==> src/rtl/piece_queue_pkg.sv <==
// Shared types and constants for the piece queue and its storage array.
package piece_queue_pkg;

    localparam int unsigned PIECE_W     = 3;
    localparam int unsigned BAG_SIZE    = 7;
    localparam int unsigned QUEUE_DEPTH = 14;

    typedef logic [PIECE_W-1:0] piece_t;

    // Code 7 is not a legal piece; it is carried through untouched if it appears.
    localparam piece_t PIECE_NONE = 3'd7;

    typedef enum logic [1:0] {
        IDLE = 2'd0,
        REQ  = 2'd1,
        WAIT = 2'd2
    } qstate_t;

endpackage

==> src/rtl/piece_fifo_shift.sv <==
// 14-entry shift array: entry 0 is the head. A pop shifts everything down by
// one and zero-fills the top; a bag write lands 7 pieces starting at base_i,
// where base_i already accounts for a pop in the same cycle.
module piece_fifo_shift
    import piece_queue_pkg::*;
#(
    parameter int unsigned Window = 4
) (
    input  logic                          clk,
    input  logic                          reset,
    input  logic                          pop_i,
    input  logic                          wr_i,
    input  logic [3:0]                    base_i,
    input  logic [BAG_SIZE*PIECE_W-1:0]   bag_i,
    output piece_t [Window-1:0]           window_o
);

    piece_t [QUEUE_DEPTH-1:0] entries_q, entries_d;
    logic   [4:0]             idx;

    // Next-state: shift on pop, then overlay the bag at its base offset.
    always_comb begin
        entries_d = entries_q;
        idx       = '0;
        if (pop_i) begin
            for (int i = 0; i < int'(QUEUE_DEPTH) - 1; i++) begin
                entries_d[i] = entries_q[i+1];
            end
            entries_d[QUEUE_DEPTH-1] = '0;
        end
        if (wr_i) begin
            for (int k = 0; k < int'(BAG_SIZE); k++) begin
                idx = {1'b0, base_i} + 5'(k);
                if (idx < 5'(QUEUE_DEPTH)) begin
                    entries_d[idx[3:0]] = bag_i[k*PIECE_W +: PIECE_W];
                end
            end
        end
    end

    // Storage register; reset clears every entry so unoccupied slots read 0.
    always_ff @(posedge clk) begin
        if (reset) begin
            entries_q <= '0;
        end else begin
            entries_q <= entries_d;
        end
    end

    // Expose only the head plus the preview slots the parent actually uses.
    always_comb begin
        for (int j = 0; j < int'(Window); j++) begin
            window_o[j] = entries_q[j];
        end
    end

endmodule

==> src/rtl/piece_queue.sv <==
// Piece queue: requests 7-piece bags, unpacks them into a 14-entry shift
// array and presents the head piece plus a preview window.
module piece_queue
    import piece_queue_pkg::*;
#(
    parameter int unsigned PREVIEW = 3
) (
    input  logic                          clk,
    input  logic                          reset,
    input  logic [BAG_SIZE*PIECE_W-1:0]   bag_pieces,
    input  logic                          bag_ready,
    output logic                          newbag,
    input  logic                          pop,
    output logic [PIECE_W-1:0]            piece,
    output logic                          piece_valid,
    output logic [PIECE_W*PREVIEW-1:0]    preview,
    output logic [PREVIEW-1:0]            preview_valid,
    output logic [3:0]                    count
);

    qstate_t                state_q, state_d;
    logic    [3:0]          count_q, count_d;
    logic                   bag_ready_q, bag_ready_d;
    logic                   pop_eff;
    logic                   bag_rise;
    logic                   capture;
    logic    [3:0]          base;
    piece_t  [PREVIEW:0]    window;

    assign pop_eff     = pop && (count_q != 4'd0);
    assign bag_rise    = bag_ready && !bag_ready_q;
    assign bag_ready_d = bag_ready;
    assign base        = count_q - {3'b000, pop_eff};

    // Request FSM: refill at 7 or fewer, one-cycle request, wait for a fresh rise.
    always_comb begin
        state_d = state_q;
        capture = 1'b0;
        unique case (state_q)
            IDLE: if (count_q <= 4'd7) state_d = REQ;
            REQ:  state_d = WAIT;
            WAIT: begin
                if (bag_rise) begin
                    capture = 1'b1;
                    state_d = IDLE;
                end
            end
            default: state_d = REQ;
        endcase
    end

    // Occupancy: pop and capture may both land in the same cycle.
    always_comb begin
        count_d = base + (capture ? 4'(BAG_SIZE) : 4'd0);
    end

    // State registers; bag_ready_q resets high so a level held through reset is not an edge.
    always_ff @(posedge clk) begin
        if (reset) begin
            state_q     <= REQ;
            count_q     <= 4'd0;
            bag_ready_q <= 1'b1;
        end else begin
            state_q     <= state_d;
            count_q     <= count_d;
            bag_ready_q <= bag_ready_d;
        end
    end

    // Occupancy can never exceed two bags.
    always_ff @(posedge clk) begin
        if (!reset) begin
            assert (count_q <= 4'(QUEUE_DEPTH));
        end
    end

    piece_fifo_shift #(
        .Window (PREVIEW + 1)
    ) u_fifo (
        .clk      (clk),
        .reset    (reset),
        .pop_i    (pop_eff),
        .wr_i     (capture),
        .base_i   (base),
        .bag_i    (bag_pieces),
        .window_o (window)
    );

    // Outputs; newbag is masked while reset is held since the FSM parks in REQ.
    always_comb begin
        newbag      = (state_q == REQ) && !reset;
        piece       = window[0];
        piece_valid = (count_q != 4'd0);
        count       = count_q;
        for (int j = 0; j < int'(PREVIEW); j++) begin
            preview[j*PIECE_W +: PIECE_W] = window[j+1];
            preview_valid[j]              = (count_q > 4'(j + 1));
        end
    end

endmodule
==> config.mk <==
export PLATFORM = sky130hd
export DESIGN_NAME = piece_queue
export DESIGN_NICKNAME = d
export VERILOG_FILES = /design/src/rtl/piece_queue_pkg.sv /design/src/rtl/piece_fifo_shift.sv /design/src/rtl/piece_queue.sv
export SDC_FILE = /design/constraint.sdc
export NUM_CORES = 1
export LEC_CHECK = 0
export CORE_ASPECT_RATIO = 1.25
export CORE_UTILIZATION = 50
export CTS_CLUSTER_SIZE = 28
export DETAILED_ROUTE_END_ITERATION = 8
export GPL_TIMING_DRIVEN = 0
export MAX_ROUTING_LAYER = met4
export PLACE_DENSITY = 0.72
export SLEW_MARGIN = 20
export SYNTH_ARGS = -nofsm -noshare
export SYNTH_HDL_FRONTEND = slang
export SYNTH_HIERARCHICAL = 1
export SYNTH_SLANG_ARGS = --single-unit
==> constraint.sdc <==
create_clock -name clk -period 3.5 [get_ports clk]
set_input_delay 0.7 -clock clk [delete_from_list [all_inputs] [get_ports clk]]
set_output_delay 0.7 -clock clk [all_outputs]
set_load 0.1 [all_outputs]
======== Word-level counts from Yosys, hierarchy flattened ========
Index checks and enable logic that the tools add are counted.
storage, ports and cells
  flip-flop bits (word level) ............. 49
  input port bits ......................... 25
  output and inout port bits .............. 21
  logic and storage cells ................. 111
cells by class
  add/subtract/negate cells ............... 8
  order comparisons ....................... 25
  equality and inequality tests ........... 4
  multiplexer cells ....................... 42
  reductions and logical operators ........ 15
operators by type and width
  cell                                                 count
  two-way mux 42 bit                                   15
  bitwise mux 42 bit                                   7
  demux 3 bit (select 4 bit)                           7
  < comparator 4 x 5 -> 1 bit, second input constant   7
  < comparator 5 x 4 -> 1 bit, second input constant   6
  >= comparator 4 x 1 -> 1 bit, second input constant  7
  two-way mux 3 bit                                    8
  adder 4 x 3 -> 5 bit, second input constant          3
  adder 4 x 2 -> 5 bit, second input constant          2
  logical AND 1 bit                                    10
  > comparator 4 x 2 -> 1 bit, second input constant   2
  one-hot mux 2 bit (3 select lines)                   1
  adder 4 x 1 -> 5 bit, second input constant          1
  adder 4 x 3 -> 4 bit                                 1
  > comparator 4 x 1 -> 1 bit, second input constant   1
  <= comparator 4 x 3 -> 1 bit, second input constant  1
  < comparator 4 bit, second input constant            1
  two-way mux 2 bit                                    2
  != test 2 bit, second input constant                 2
  nonzero test 4 bit                                   1
  subtractor 4 x 1 -> 4 bit                            1
  == test 2 x 1 -> 1 bit, second input constant        1
  == test 2 bit, second input constant                 1
  zero test 1 bit                                      2
  other kinds (3)                                      4

======== Longest topological paths before layout ========
  depth after elaboration ................. 28
  gate-level depth with buffers ........... 16
  gate-level depth less buffers ........... 14

======== By module ========
Netlist, hierarchy kept.
by module, submodules not included
  module            instances  cells an instance  area each (um^2)  sequential area each (um^2)
  piece_fifo_shift  1          859                6294.8            840.8
  piece_queue       1          53                 515.5             140.1

======== Worst setup path after synthesis ========
OpenSTA, ideal clock, no wires.
  path kind ............................... reg2reg
  from .................................... register count_q[1] (netlist: count[1])
  to ...................................... register u_fifo/entries_q[21] (netlist name)
  setup time .............................. 0.136 ns
  arrival ................................. 5.226 ns
  required time ........................... 3.364 ns
  setup slack ............................. -1.861 ns
  stages on the path, launching flop included .. 17
  buffers on the path ..................... 2
  clock period less this slack ............ 5.361 ns
  path through ............................ dfxtp_1 -> or3_1 -> nand2b_4 -> and2_1 -> ha_1 -> nand2b_1 -> xnor2_1 -> buf_4 -> inv_1 -> ha_1 -> clkbuf_1 -> a21oi_1 -> nand2_1 -> nor3_1 -> a21oi_1 -> a221oi_1 -> a211oi_1
between the ends
  longest elaborated chain between the ends .. 28
  elaborated cells on any way between the ends .. 73
  those cells by class .................... add/sub: 7; order compare: 21; mux: 36; reduce/logical: 9
RTL lines
  item                                                                           RTL line                source
  start, declared                                                                piece_queue.sv:22       logic [3:0] count_q, count_d;
  start signal, assigned                                                         piece_queue.sv:65       count_q <= count_d;
  nonzero test 4 bit *                                                           -
  net piece_valid                                                                piece_queue.sv:15       output logic piece_valid,
  logical AND 1 bit *                                                            piece_queue.sv:30       assign pop_eff = pop && (count_q != 4'd0);
  net pop_eff                                                                    piece_queue.sv:24       logic pop_eff;
  subtractor 4 x 1 -> 4 bit *                                                    piece_queue.sv:33       assign base = count_q - {3'b000, pop_eff};
  net base[2]                                                                    piece_queue.sv:27       logic [3:0] base;
  parallel branches: the longest is 23 deep, another holds adder 4 x 1 -> 5 bit  -
  two-way mux 42 bit *                                                           piece_fifo_shift.sv:34  if (idx < 5'(QUEUE_DEPTH)) begin
  two-way mux 42 bit *                                                           piece_fifo_shift.sv:31  if (wr_i) begin
  end signal, assigned                                                           piece_fifo_shift.sv:46  entries_q <= entries_d;
  end, declared                                                                  piece_fifo_shift.sv:18  piece_t [QUEUE_DEPTH-1:0] entries_q, entries_d;
Mark *: on every way through the listed nets, which the timed path passes. The select of a mux whose other input is x is not followed.
A chain may end at the register's enable or synchronous reset.

======== Worst setup path in the final report ========
  from .................................... register count_q[3] (netlist: count[3])
  to ...................................... register u_fifo.entries_q (netlist bit u_fifo/window_o[4])
between the ends
  longest elaborated chain between the ends .. 28
  elaborated cells on any way between the ends .. 73
  those cells by class .................... add/sub: 7; order compare: 21; mux: 36; reduce/logical: 9
RTL lines
  item                                                                           RTL line
  nonzero test 4 bit *                                                           piece_queue.sv:30
  logical AND 1 bit *                                                            piece_queue.sv:30
  net pop_eff                                                                    piece_queue.sv:24
  subtractor 4 x 1 -> 4 bit *                                                    piece_queue.sv:33
  net base[3]                                                                    piece_queue.sv:27
  parallel branches: the longest is 23 deep, another holds adder 4 x 1 -> 5 bit  -
  two-way mux 42 bit *                                                           piece_fifo_shift.sv:34
  two-way mux 42 bit *                                                           piece_fifo_shift.sv:31
Marked as above.

==> key figures <==
Yosys
  – Share of the synthesized area in the top cell type: 14.40%
  – Net count of the mapped netlist: 960
  – Post-synth cell types: a little under 90
  – Dominant combinational cell family by area after synthesis: compound AO/OA/AOI/OAI gates
  – Post-Synth Adder-Cell Area: 4.336%
  – Asr flop ratio synth: 0%
  – Post-synthesis area per instance: around 7.5 µm²
  – Total standard cell area after synthesis: approximately 6800 µm²
  – Post-Syn Instances: approximately 900
  – Count of yosys warnings during synthesis: 6
  – FF+latch count, synth: between 40 and 50
  – Number of synthesized flops with an enable pin: 0
  – Fraction of the mapped netlist area in simple logic gates: 26.64%
  – Sequential element share of the synthesized area: 14.40%
  – Complex-gate fraction of the synthesized area: between 30% and 40%
  – XOR/XNOR Fraction of Synth Area: under 10%
  – Cell taking the most area after synthesis: dfxtp_1
  – Dominant cells by area after synthesis: dfxtp_1 (14%), mux2_2 (6.8%), mux2i_1 (6.2%)
  – Predominant post-synthesis flop cell: dfxtp_1
  – Share of synthesized area spent on multiplexers: between 10 and 15%

Min path
  – Worst hold path endpoint: state_q[1]
  – Hold path start: state_q[1]
  – Worst min-delay path category: register to register
  – Hold path cells: 2

Floorplanning
  – Number of placement rows: 47
  – I/O pin cnt: 46
  – Die Footprint: 14090 µm²
  – Core ar.: ~13000 µm²
  – Die span in y: 132.5 µm
  – Effective utilization at floorplan: 51.24%
  – Chip width: about 110 µm

GRT
  – Largest net degree at the start of global routing: 15
  – Global-route usage over all layers: 53.63%
  – First-pass GRT wire length: between 50 and 60 mm
  – Total global routing overflow: 0
  – Number of global-route vias before repair: about 8400
  – Number of antenna violations at the first check in global routing: 4

STA
  – Unrepaired setup endpoints after global routing: true
  – Worst relative slew slack: about 26%
  – Setup violators final: 29
  – Setup Total Neg Slack: -1749 ps
  – Min setup slack post-route: -192.0 ps
  – Max Slew Vio Count: 0
  – Hold violation total from the final report: 0
  – Clock period minus final worst setup slack: 3692 ps
  – Maximum achievable frequency: around 270 MHz
  – Pin slew with the least headroom to its limit: roughly 1100 ps
  – Clk_skew: slightly above 10 ps
  – Final worst path period share: 105.5%

Clock tree
  – Maximum clock path buffer count: 2
  – Cell at the root of the clock tree: clkbuf_16
  – TritonCTS sink count: 49
  – Clock tree from TritonCTS: yes
  – Worst-path clk slew: around 70 ps
  – Cts bufs inserted: 5
  – CTS H-tree lvls: 2
  – Later-pin clock latency in the skew report: 320 ps

Critical path
  – Startpoint of the most critical register-to-register path: count[3]
  – CP max-delay cell: or3_4
  – Critical path capture point type: register
  – Endpoint of the worst-slack reg-to-reg timing path: u_fifo/window_o[4]
  – Worst Path Required: about 3700 ps
  – Arrival time of the worst setup path: 3850 ps
  – R2R Setup Slk: -190 ps
  – Cell class contributing the biggest share of worst-path delay: simple AND/OR/NAND/NOR gates
  – Worst path buffer plus inverter count: 2
  – Longest individual stage delay on the worst path: approximately 390 ps
  – Largest fanout on the critical path: 8
  – Cells along the critical path: or3_4 > nand2b_4 > and2_4 > ha_4 > nor3b_4 > xor2_2 > ha_2 > or3b_1 > buf_6 > o22ai_4 > buf_6 > nand4_1 > o221a_2 > a21oi_2 > a311oi_1
  – Most common cell on crit path: buf_6
  – WS Path Type: register to register
  – Worst Setup Start Kind: register
  – FF-to-FF path depth: 15

Detailed routing
  – DRC violations left: 19
  – First drt pass iteration count: 9
  – Wire length after detailed routing: between 30 and 40 mm
  – Post-route ant nets: 0
  – Violation count after the first detailed-routing iteration: 1553
  – Via density: ~7.6
  – Via count: between 9000 and 10000
  – Routed length per placed instance: ~31 µm

Status
  – Violations in the final reports: design-rule violations, negative setup slack
  – Outcome: finished with violations

Place
  – Placer Congestion: between 1 and 1.5
  – Total half-perimeter wirelength after legalization and detailed placement: 25.27 mm
  – Count of port buffers added during placement: 42
  – Cell Count Post-Placement: ~1100
  – Minimum setup slack after placement: -1028 ps

Final layout
  – Final-layout fill cell count: 1087
  – Fraction of final layout cells with drive strength greater than 1: roughly a third
  – Final instance count without filler cells: 1204
  – Syn-to-layout area delta: 37.37%
  – Number of nets in the finished design: roughly 1100
  – Fraction of the core area covered by cells at the end of the flow: approximately 70%

Run
  – MaxCap Viol Count: 0
## synth_stat cells (21+ instances only)
cell	instances
a21oi_1	27
nor2_1	79
clkbuf_1	53
o211ai_1	22
nor3_1	21
dfxtp_1	49
o21ai_0	26
inv_1	30
ha_1	22
mux2i_1	42
nand3_1	41
mux2_2	41
nand2_1	102
## area by class of cell
type,count,area (µm²),area share [%]
multi-input cells,748,6280,67.13
repair buffers,112,1015,10.85
flip-flops and latches,49,993.5,10.62
plain buffers,82,544.3,5.818
well taps,171,214.0,2.287
clock buffers,8,167.7,1.792
inverters,30,131.4,1.404
diodes,4,10.01,0.1070
## cells by family after synthesis
logic type / Yosys count
adders and majority gates: 23
AOI/OAI and AO/OA: 271
and+or+nand+nor: 358
muxes: 83
buffers and inverters: 116
DFF: 49
xor gates and xnor gates: 12
## cell usage in the layout (no fill, tap or decap), types with 9 or more instances in the layout
cell type	Yosys	routed
dfxtp_1	49	45
o21ai_1	1	11
clkdlybuf4s50_1	0	42
nor3_1	21	13
o211a_1	14	14
nand4_1	20	20
a21oi_1	27	18
nand2_1	102	91
nor2b_1	13	10
a211o_1	14	13
a31oi_1	17	13
o22ai_1	11	11
mux2_2	41	41
and3_1	15	10
buf_4	19	75
o211ai_1	22	22
nand3_1	41	26
nand3_2	0	14
a32oi_1	9	9
a221o_1	10	10
clkbuf_1	53	33
mux2i_1	42	42
nor2_1	79	72
inv_1	30	24
o21ai_0	26	16
buf_6	2	12
## per-stage QoR
step | hold WS [ps] | area, µm²
floorplan | 487.1 | 7141
global placement | 527.1 | 7775
detailed placement | 532.2 | 7775
CTS | 546.4 | 8745
global route | 571.3 | 9355
finish | 544.7 | 9355
## what timing repair did
item / in CTS / in global routing
setup buffers: 43 / 27
endpoints found under the setup margin: 42 / 42
cloned: 1 / 0
hold buffers: 0 / 0
pin swaps: 27 / 46
gates resized for setup: 93 / 96
## flip-flops by register name, indices dropped and copies added (netlist names)
register	count
bag_ready_q	1
count	4
state_q	2
u_fifo/entries_q	30
u_fifo/window_o	12
## worst reg2reg max path, stage by stage (launching register included)
cell and delay [ps]:
dfxtp_4 350, or3_4 390, nand2b_4 150, and2_4 180, ha_4 170, nor3b_4 150
xor2_2 170, ha_2 230, or3b_1 390, buf_6 170, o22ai_4 210, buf_6 210
nand4_1 230, o221a_2 320, a21oi_2 130, a311oi_1 70
## how the worst max path moves through the flow
| stage | start | endpoint | slack [ps] | cells after the start |
|---|---|---|---|---|
| 3_3_place_gp | pop | u_fifo/window_o[10] | -980 | 13 |
| 3_5_place_dp | pop | u_fifo/entries_q[18] | -1030 | 13 |
| 2_1_floorplan | count[1] | u_fifo/window_o[10] | -440 | 14 |
| 6_report | count[3] | u_fifo/window_o[4] | -190 | 15 |
| 5_1_grt | count[3] | u_fifo/entries_q[23] | -210 | 15 |
| 4_1_cts | count[3] | u_fifo/entries_q[27] | -20 | 15 |
## routing by layer
metal	track usage, %	wire [µm]	share of wire (%)
met5	-	0	0
met4	40.28	3858	10
met3	20.89	6027	16
met2	75.94	15530	41
met1	60.27	12490	33
Power is not shown: default switching activity piles up to over one toggle a cycle in this logic, so the estimate is an artifact.
